==> src/rtl/ahb_master_pkg.sv <==
// ----------------------------------------------------------------------------
// ahb_master_pkg
//   Shared types for the AHB-Lite command master: transfer-type and
//   transfer-size encodings, the queued command record, and small helpers
//   used when a command is accepted.
//
//   cmd_t carries fixed-width address/data fields (CMD_AW / CMD_DW). The
//   master's AW and DW parameters must not exceed these widths.
// ----------------------------------------------------------------------------
package ahb_master_pkg;

    localparam int CMD_AW = 32;
    localparam int CMD_DW = 32;

    typedef enum logic [1:0] {
        IDLE   = 2'b00,
        BUSY   = 2'b01,
        NONSEQ = 2'b10,
        SEQ    = 2'b11
    } htrans_e;

    typedef enum logic [2:0] {
        BYTE = 3'b000,
        HALF = 3'b001,
        WORD = 3'b010
    } hsize_e;

    typedef struct packed {
        logic [CMD_AW-1:0] addr;
        logic              write;
        hsize_e            size;
        logic [CMD_DW-1:0] wdata;
    } cmd_t;

    // Anything wider than a word is treated as a word transfer.
    function automatic hsize_e clamp_size(input logic [2:0] size);
        case (size)
            3'b000:  return BYTE;
            3'b001:  return HALF;
            default: return WORD;
        endcase
    endfunction

    function automatic logic is_misaligned(input logic [1:0] addr_lsb, input hsize_e size);
        case (size)
            HALF:    return addr_lsb[0];
            WORD:    return |addr_lsb;
            default: return 1'b0;
        endcase
    endfunction

endpackage

==> src/rtl/ahb_cmd_fifo.sv <==
// ----------------------------------------------------------------------------
// ahb_cmd_fifo
//   Synchronous first-word-fall-through FIFO of cmd_t records.
//
//   Ports:
//     clk, reset        clock, asynchronous active-high reset
//     push, push_data   write an entry (ignored while full)
//     pop               drop the head entry (ignored while empty)
//     head              current head entry, valid while !empty
//     full, empty       occupancy flags
//
//   DEPTH must be a power of two and at least 2.
// ----------------------------------------------------------------------------
module ahb_cmd_fifo
    import ahb_master_pkg::*;
#(
    parameter int DEPTH = 4
) (
    input  logic clk,
    input  logic reset,
    input  logic push,
    input  cmd_t push_data,
    input  logic pop,
    output cmd_t head,
    output logic full,
    output logic empty
);

    localparam int PW = $clog2(DEPTH);

    cmd_t         mem [DEPTH];
    logic [PW:0]  wr_ptr;
    logic [PW:0]  rd_ptr;
    logic         push_en;
    logic         pop_en;

    assign push_en = push && !full;
    assign pop_en  = pop && !empty;

    // NOTE: the storage array has no reset; an entry is only observed after
    // it has been written, so clearing it would only add reset fan-out.
    always_ff @(posedge clk) begin
        if (push_en) begin
            mem[wr_ptr[PW-1:0]] <= push_data;
        end
    end

    // NOTE: state is updated with non-blocking assignments so every register
    // samples pre-edge values regardless of process evaluation order.
    always_ff @(posedge clk or posedge reset) begin
        if (reset) begin
            wr_ptr <= '0;
            rd_ptr <= '0;
        end else begin
            if (push_en) wr_ptr <= wr_ptr + 1'b1;
            if (pop_en)  rd_ptr <= rd_ptr + 1'b1;
        end
    end

    // The extra pointer bit distinguishes full from empty when indices match.
    assign empty = (wr_ptr == rd_ptr);
    assign full  = (wr_ptr[PW] != rd_ptr[PW]) && (wr_ptr[PW-1:0] == rd_ptr[PW-1:0]);
    assign head  = mem[rd_ptr[PW-1:0]];

endmodule

==> src/rtl/ahb_lite_master.sv <==
// ----------------------------------------------------------------------------
// ahb_lite_master
//   Single-master AHB-Lite initiator. Commands arrive on a valid/ready port,
//   are queued in ahb_cmd_fifo and issued as pipelined NONSEQ transfers: the
//   address phase of transfer N overlaps the data phase of transfer N-1.
//   Read data is returned on rsp_valid/rsp_rdata in command order; writes
//   produce no response.
//
//   Ports:
//     clk, reset                    clock, asynchronous active-high reset
//     cmd_valid/ready/addr/write/size/wdata   command input
//     rsp_valid, rsp_rdata          one-cycle read response
//     busy                          queue non-empty or data phase pending
//     ahb_sel/addr/trans/write/size address phase to the slave
//     ahb_wdata                     data-phase write data
//     ahb_ready                     bus ready back to the slave (= ahb_readyout)
//     ahb_readyout, ahb_rdata       slave response
//     cmd_err                       (AHB_MASTER_ALIGN_CHECK_EN only) pulses the
//                                   cycle after a misaligned command is dropped
//
//   Build option: define AHB_MASTER_ALIGN_CHECK_EN to drop misaligned
//   commands and report them on cmd_err.
// ----------------------------------------------------------------------------
module ahb_lite_master
    import ahb_master_pkg::*;
#(
    parameter int CMD_DEPTH = 4,
    parameter int AW        = 32,
    parameter int DW        = 32
) (
    input  logic          clk,
    input  logic          reset,

    input  logic          cmd_valid,
    output logic          cmd_ready,
    input  logic [AW-1:0] cmd_addr,
    input  logic          cmd_write,
    input  logic [2:0]    cmd_size,
    input  logic [DW-1:0] cmd_wdata,

    output logic          rsp_valid,
    output logic [DW-1:0] rsp_rdata,
    output logic          busy,
`ifdef AHB_MASTER_ALIGN_CHECK_EN
    output logic          cmd_err,
`endif

    output logic          ahb_sel,
    output logic [AW-1:0] ahb_addr,
    output logic [1:0]    ahb_trans,
    output logic          ahb_write,
    output logic [2:0]    ahb_size,
    output logic [DW-1:0] ahb_wdata,
    output logic          ahb_ready,
    input  logic          ahb_readyout,
    input  logic [DW-1:0] ahb_rdata
);

    cmd_t          push_cmd;
    cmd_t          head;
    logic          fifo_full;
    logic          fifo_empty;
    logic          accept;
    logic          push;
    logic          pop;

    // Last issued address/control, held on the bus while the queue is empty.
    logic [AW-1:0] addr_q;
    logic          write_q;
    hsize_e        size_q;

    // Data-phase stage.
    logic          dp_valid;
    logic          dp_write;
    logic [DW-1:0] dp_wdata;

    // NOTE: every signal assigned in an always_comb gets a default first, so
    // no path leaves it unassigned and no latch is inferred.
    always_comb begin
        push_cmd       = '0;
        push_cmd.addr  = CMD_AW'(cmd_addr);
        push_cmd.write = cmd_write;
        push_cmd.size  = clamp_size(cmd_size);
        push_cmd.wdata = CMD_DW'(cmd_wdata);
    end

    // Ready comes from the pre-pop occupancy, so a full queue never accepts
    // even when the head is leaving on the same edge.
    assign cmd_ready = !fifo_full;
    assign accept    = cmd_valid && cmd_ready;
    assign ahb_ready = ahb_readyout;
    assign pop       = !fifo_empty && ahb_ready;

`ifdef AHB_MASTER_ALIGN_CHECK_EN
    logic misaligned;

    assign misaligned = is_misaligned(push_cmd.addr[1:0], push_cmd.size);
    assign push       = accept && !misaligned;

    always_ff @(posedge clk or posedge reset) begin
        if (reset) cmd_err <= 1'b0;
        else       cmd_err <= accept && misaligned;
    end
`else
    assign push = accept;
`endif

    ahb_cmd_fifo #(
        .DEPTH     (CMD_DEPTH)
    ) u_cmd_fifo (
        .clk       (clk),
        .reset     (reset),
        .push      (push),
        .push_data (push_cmd),
        .pop       (pop),
        .head      (head),
        .full      (fifo_full),
        .empty     (fifo_empty)
    );

    always_ff @(posedge clk or posedge reset) begin
        if (reset) begin
            addr_q  <= '0;
            write_q <= 1'b0;
            size_q  <= BYTE;
        end else if (!fifo_empty) begin
            addr_q  <= head.addr[AW-1:0];
            write_q <= head.write;
            size_q  <= head.size;
        end
    end

    // Address phase straight from the queue head.
    always_comb begin
        ahb_sel   = 1'b0;
        ahb_trans = IDLE;
        ahb_addr  = addr_q;
        ahb_write = write_q;
        ahb_size  = size_q;
        if (!fifo_empty) begin
            ahb_sel   = 1'b1;
            ahb_trans = NONSEQ;
            ahb_addr  = head.addr[AW-1:0];
            ahb_write = head.write;
            ahb_size  = head.size;
        end
    end

    // The stage only moves on ready edges; a pop on the completing edge
    // refills it, so consecutive transfers need no idle cycle.
    always_ff @(posedge clk or posedge reset) begin
        if (reset) begin
            dp_valid  <= 1'b0;
            dp_write  <= 1'b0;
            dp_wdata  <= '0;
            rsp_valid <= 1'b0;
            rsp_rdata <= '0;
        end else begin
            rsp_valid <= 1'b0;
            if (ahb_ready) begin
                if (dp_valid && !dp_write) begin
                    rsp_valid <= 1'b1;
                    rsp_rdata <= ahb_rdata;
                end
                dp_valid <= pop;
                if (pop) begin
                    dp_write <= head.write;
                    if (head.write) dp_wdata <= head.wdata[DW-1:0];
                end
            end
        end
    end

    assign ahb_wdata = dp_wdata;
    assign busy      = !fifo_empty || dp_valid;

endmodule

==> config.mk <==
export PLATFORM = sky130hd
export DESIGN_NAME = ahb_lite_master
export DESIGN_NICKNAME = d
export VERILOG_FILES = /design/src/rtl/ahb_master_pkg.sv /design/src/rtl/ahb_cmd_fifo.sv /design/src/rtl/ahb_lite_master.sv
export SDC_FILE = /design/constraint.sdc
export NUM_CORES = 1
export LEC_CHECK = 0
export BUFFER_PORTS_ARGS = -buffer_cell sky130_fd_sc_hd__buf_2
export CORE_ASPECT_RATIO = 0.6
export CORE_UTILIZATION = 30
export DETAILED_ROUTE_END_ITERATION = 6
export GPL_ROUTABILITY_DRIVEN = 1
export GPL_TIMING_DRIVEN = 0
export PLACE_DENSITY = 0.51
export SLEW_MARGIN = 20
export SYNTH_ARGS = -nofsm -noshare
export SYNTH_HDL_FRONTEND = slang
export SYNTH_SLANG_ARGS = --single-unit
==> constraint.sdc <==
create_clock -name clk -period 5.7 [get_ports clk]
set_clock_uncertainty 0.1 [all_clocks]
set_input_delay 1.14 -clock clk [delete_from_list [all_inputs] [get_ports clk]]
set_output_delay 1.14 -clock clk [all_outputs]
set_load 0.02 [all_outputs]
Yosys cells after proc, flatten, opt, wreduce, memory -nomap -nowiden

Memories as Yosys holds them, arrays and structs flattened.
Cells that the tools add are included.

Divide/modulo/power cells: 0
Bitwise logic cells: 0
Reduce and logical (&&, ||, !) cells: 14
Multiply operators: 0
Eq/ne operators: 4
Multiplexer cells: 10
Add/subtract/negate cells: 2
Magnitude comparators: 0
Shift operators: 0

Operators by type and width:

| kind                  | count |
|---|---|
| $mux W32              | 1 |
| $add A3 B1 Y3 const B | 2 |
| $logic_and A1 B1 Y1   | 6 |
| $mux W1               | 6 |
| $pmux W2 S2           | 1 |
| $reduce_and A2 Y1     | 2 |
| $eq A3 B1 Y1 const B  | 1 |
| $eq A3 B3 Y1          | 1 |
| $logic_not A1 Y1      | 3 |
| $logic_not A3 Y1      | 1 |
| $mux W3               | 1 |
| $reduce_and A3 Y1     | 1 |
| $eq A2 B2 Y1          | 1 |
| $mux W2               | 1 |
| $logic_or A1 B1 Y1    | 1 |
| $ne A1 B1 Y1          | 1 |

ROM bits: 0
RAM bits: 268
Output and inout port bits: 107
Bits in latches: 0
Bits of input ports: 104
Word-level logic and storage cells: 41
Memories kept: 1
Register bits: 109

Memories:

| memory         | depth | bits a word | rd ports | clocked after Yosys merged registers in | wr ports | RTL line           | text |
|---|---|---|---|---|---|---|---|
| u_cmd_fifo.mem | 4     | 67          | 1        | 0                                       | 1        | ahb_cmd_fifo.sv:31 | `cmd_t mem [DEPTH];` |

Logic depth before layout (Yosys ltp)

Depth after elaboration: 7
Gate-level depth with buffers: 5
Mapped depth without buffers: 4

By module

Synthesis repeated with hierarchy kept, for this count alone.

Cells, all modules: 637
Area, all modules: 14412.6 um^2

By module, submodules not included:

| module          | instances | cells each | sequential area each (um^2) | area an instance (um^2) |
|---|---|---|---|---|
| ahb_cmd_fifo    | 1         | 405        | 8318.0                      | 10264.8 |
| ahb_lite_master | 1         | 232        | 2577.5                      | 4147.7 |

Least setup slack after synthesis

No wires, ideal clock.

Path kind: input-to-reg
From: in cmd_valid
To: mem u_cmd_fifo.mem[3][0] in the netlist's numbering (enable)
Arrival: 4630 ps
Cell stages on the path: 2
Path buffers: 0
Slack: 434 ps
Cells stage by stage: nand2_1 a31oi_1

Word-level cells in the longest chain between the ends: 4

RTL lines:

| item                          | RTL line              | text |
|---|---|---|
| from (decl)                   | ahb_lite_master.sv:34 | `input logic cmd_valid,` |
| $logic_and A1 B1 Y1           | ahb_lite_master.sv:90 | `assign accept = cmd_valid && cmd_ready;` |
| $logic_and A1 B1 Y1           | ahb_cmd_fifo.sv:37    | `assign push_en = push && !full;` |
| $mux W1                       | ahb_cmd_fifo.sv:43    | `if (push_en) begin` |
| $mux W1 (implied by the code) | ahb_cmd_fifo.sv:44    | `mem[wr_ptr[PW-1:0]] <= push_data;` |
| to (decl)                     | ahb_cmd_fifo.sv:31    |  |

Every way passes these cells.

Worst setup path in the final report

From: reg u_cmd_fifo.rd_ptr[1]
To: out ahb_addr[30]

Word-level cells in the longest chain between the ends: 2
Elaborated cells between the ends (all ways): 3
Classes of those cells: eq/ne: 1; mux: 1; memory: 1

RTL lines:

| item                                                  | RTL line              | text |
|---|---|---|
| from (decl)                                           | ahb_cmd_fifo.sv:33    | `logic [PW:0] rd_ptr;` |
| from (signal assigned)                                | ahb_cmd_fifo.sv:56    | `if (pop_en) rd_ptr <= rd_ptr + 1'b1;` |
| $mem_v2 Z4 W67 / $eq A3 B3 Y1 (equally long branches) | --                    |  |
| $mux W32 *                                            | --                    |  |
| to (decl)                                             | ahb_lite_master.sv:49 | `output logic [AW-1:0] ahb_addr,` |

Every way passes the cells marked *; elsewhere a longest branch is shown, timed or not.

==> results.json <==
{
  "place_congestion": 0.6559,
  "cell_internal_pwr_mw": 6.882,
  "dpl_cell_area_um2": 16000,
  "insertion_delay_ns": 0.53,
  "nets": 982,
  "yosys_warnings": 0,
  "grtUsageMet1_pct": 17.77,
  "swShare_pct": 33.80,
  "critPathRequiredTime_ns": 4.46,
  "finalCritPeriodShare_pct": 70.92,
  "clkPwrFrac_pct": 23.1,
  "crit_start": "u_cmd_fifo.rd_ptr[1]$_DFFE_PP0P_",
  "vias": 6665,
  "p_comb_share_pct": 37.6,
  "fin_crit_ns": 4.042,
  "critPathKind": "reg2out",
  "core_um2": 45270,
  "synth_cells": 615,
  "max_clock_freq_mhz": 247.4,
  "gr-total-overflow": 0,
  "clk_path_buf_depth": 3,
  "path_cells": "buf_4 > xnor2_1 > nand3_2 > buf_2 > mux2_2 > buf_2",
  "cts-resized-gates": 0,
  "dieArea_um2": 47330,
  "ir_drop_uv": 363.2,
  "numCtsBuffers": 38,
  "cts_root_buf": "clkbuf_16",
  "tightestPinTransition_ns": 0.7291,
  "path_common_cell": "buf_2",
  "num_rows": 60,
  "cts_tree": "done",
  "critPathCapture": "ahb_addr[30]",
  "p_seq_share_pct": 39.3,
  "syn_to_final_growth_pct": 23.52,
  "drv_cap": 0,
  "fin_util_pct": 38.02,
  "drtAntennaViolNets": 0,
  "cp_slowest_cell": "nand3_2",
  "fp.dieW_um": 280.2,
  "cp_max_fo": 11,
  "track_usage_pct": 12.81,
  "dp_slack_ns": 2.174,
  "fillers": 4133,
  "p_sw_mw": 3.514,
  "start_util_pct": 30.78,
  "hold_viol": 0,
  "rr_endpoint": "u_cmd_fifo.mem[1][46]$_DFFE_PP_",
  "max_stage_delay_ns": 0.42,
  "synth_area_um2": 13930,
  "outcome": "finished clean",
  "ios": 211,
  "antenna_found_initial": 8,
  "synth_seq_cells": 377,
  "powerDensity_nw_per_um2": 604.1,
  "drt_iter0_markers": 375,
  "grt_pass1_wl_mm": 45.16,
  "synth_cell_type_count": 26,
  "top_usage_layer": "met2",
  "drcViolationCount": 0,
  "post_cts_buffers": 0,
  "cp-end-kind": "output port",
  "grt_start_max_net_pins": 79,
  "drv_slew": 0,
  "synth_nets": 724,
  "p_total_mw": 10.40,
  "ys_seq_area_share_pct": 77.34,
  "hold_buffers": 0,
  "port_buffers": 209,
  "cts_sinks": 377,
  "hpwl_mm": 19.15,
  "synth_edf_count": 268,
  "wirelength_mm": 30.10,
  "max_slew_margin_pct": 51.39,
  "met2_usage_pct": 19.96,
  "clk_pin_slew_ns": 0.06,
  "drive_gt1_share_pct": 52.33,
  "rsz0062_at_grt": "false",
  "synth_area_per_cell_um2": 22.65,
  "htree_levels": 2,
  "setup_viol": 0,
  "wl_per_cell_um": 19.70,
  "grt_pass1_vias": 7167,
  "worst_setup_path_start_kind": "register",
  "detail_route.vias_per_cell": 4.362,
  "min_path_type": "reg2reg",
  "setup_slack_ns": 1.658,
  "die_h_um": 168.9,
  "dr.pass1.iters": 4,
  "r2r_slack_ns": 2.99,
  "synth_flop_cell": "edfxtp_1",
  "power.leakage_nw": 6.360,
  "finalInstanceArea_um2": 17210,
  "ys_async_sr_fraction_pct": 28.91,
  "reg2reg_from": "u_cmd_fifo.rd_ptr[1]$_DFFE_PP0P_",
  "worstPathArrival_ns": 2.80,
  "r2r_cells": 5,
  "grt_use_met3_pct": 3.699
}
[synthesized netlist by cell type, types with 2 or more instances]
cell type  number  area [um2]
ha_1            5       62.56
nand2_1         2       7.510
and2_1          3       18.77
mux2_2         98        1104
a31oi_1         2       12.51
inv_1           6       22.52
xor2_1          5       43.79
buf_6           8       90.09
buf_2          10       50.05
or2_2           2       12.51
mux4_2         67        1509
buf_4           4       30.03
dfrtp_1       109        2728
edfxtp_1      268        8048
nor2_1          3       11.26
o31a_1          2       17.52
xnor2_1         5       43.79
clkbuf_1        6       22.52
mux2_1          3       33.78
[power by group through the flow]
| stage | Sequential (mW) | Clock (mW) | Combinational (mW) |
|---|---|---|---|
| finish | 4.08 | 2.40 | 3.91 |
| floorplan | 4.43 | 0 | 2.35 |
| detailed placement | 4.14 | 0 | 4.03 |
| global placement | 4.22 | 0 | 3.88 |
| CTS | 4.09 | 2.49 | 4.04 |
| global route | 4.16 | 2.60 | 4.22 |
[layout make-up]
cell class	instances	area [um2]	area share, %
Clock buffer	48	1060	6.158
Timing Repair Buffer	218	1261	7.329
Antenna cell	6	15.01	0.08725
Tap cell	620	775.7	4.508
Inverter	6	30.03	0.1745
Buffer	28	192.7	1.120
Multi-Input combinational cell	204	2964	17.22
Sequential cell	377	10780	62.61
Clock inverter	21	135.1	0.7852
[critical path: cells and delay by family (launching register included)]
family | cells | cell delay, ns
multiplexers | 1 | 0.36
buffers and inverters | 3 | 0.76
AND/OR/NAND/NOR | 1 | 0.42
flip-flops | 1 | 0.38
XOR/XNOR | 1 | 0.35
[worst min-delay path by stage]
stage	startpoint	end	slack, ns	cells past startpoint
floorplan	u_cmd_fifo.wr_ptr[2]$_DFFE_PP0P_	u_cmd_fifo.wr_ptr[2]$_DFFE_PP0P_	0.40	1
global placement	ahb_wdata[15]$_DFFE_PP0P_	ahb_wdata[15]$_DFFE_PP0P_	0.37	1
detailed placement	ahb_wdata[2]$_DFFE_PP0P_	ahb_wdata[2]$_DFFE_PP0P_	0.38	1
CTS	ahb_wdata[2]$_DFFE_PP0P_	ahb_wdata[2]$_DFFE_PP0P_	0.39	1
global route	ahb_wdata[2]$_DFFE_PP0P_	ahb_wdata[2]$_DFFE_PP0P_	0.40	1
finish	ahb_wdata[2]$_DFFE_PP0P_	ahb_wdata[2]$_DFFE_PP0P_	0.39	1
[flip-flops by register name (all words and copies together) (netlist names)]
signal	cells
dp_valid	1
dp_write	1
rsp_rdata	32
size_q	3
addr_q	32
u_cmd_fifo.rd_ptr	3
ahb_wdata	32
write_q	1
u_cmd_fifo.wr_ptr	3
u_cmd_fifo.mem	268
rsp_valid	1
[stage by stage]
step           setup TNS, ns  hold slack, ns  std cells
3_3_place_gp         -285.29          0.3678       1444
5_1_grt                    0          0.4003       1524
2_1_floorplan              0          0.3977        615
6_report                   0          0.3856       1528
3_5_place_dp               0          0.3754       1453
4_1_cts                    0          0.3892       1522
[layer usage]
| metal | share of wire, % | wire, um | vias to the layer above |
|---|---|---|---|
| li1 | - | - | 2996 |
| met5 | 0.073 | 22 | - |
| met1 | 46 | 13970 | 3475 |
| met3 | 5.7 | 1722 | 44 |
| met4 | 1.5 | 454 | 4 |
| met2 | 46 | 13930 | 146 |
[cell families after synthesis]
logic type / synth area share, %
compound gates: 0.5029
xor+xnor: 0.6286
fa+ha+maj: 0.4490
buf+inv: 1.545
flops: 77.34
mux: 18.99
other cells: 0.02692
simple gates: 0.5119
[cell usage in the layout (no fill, tap or decap), types with 2 or more instances in the layout]
| cell | synthesis | routed |
|---|---|---|
| and2_4 | 0 | 3 |
| buf_16 | 0 | 6 |
| buf_2 | 10 | 219 |
| buf_4 | 4 | 4 |
| buf_6 | 8 | 8 |
| buf_8 | 0 | 2 |
| clkbuf_1 | 6 | 10 |
| clkbuf_16 | 0 | 39 |
| clkbuf_8 | 0 | 5 |
| clkinv_1 | 0 | 7 |
| clkinv_2 | 0 | 9 |
| dfrtp_1 | 109 | 109 |
| diode_2 | 0 | 6 |
| edfxtp_1 | 268 | 268 |
| ha_1 | 5 | 5 |
| inv_1 | 6 | 5 |
| inv_6 | 0 | 2 |
| mux2_1 | 3 | 3 |
| mux2_2 | 98 | 98 |
| mux4_2 | 67 | 67 |
| nand2_1 | 2 | 2 |
| nor2_1 | 3 | 3 |
| o31a_1 | 2 | 2 |
| or2_2 | 2 | 2 |
| xnor2_1 | 5 | 5 |
| xor2_1 | 5 | 5 |
Note: power is estimated with default switching activity, not from simulation.
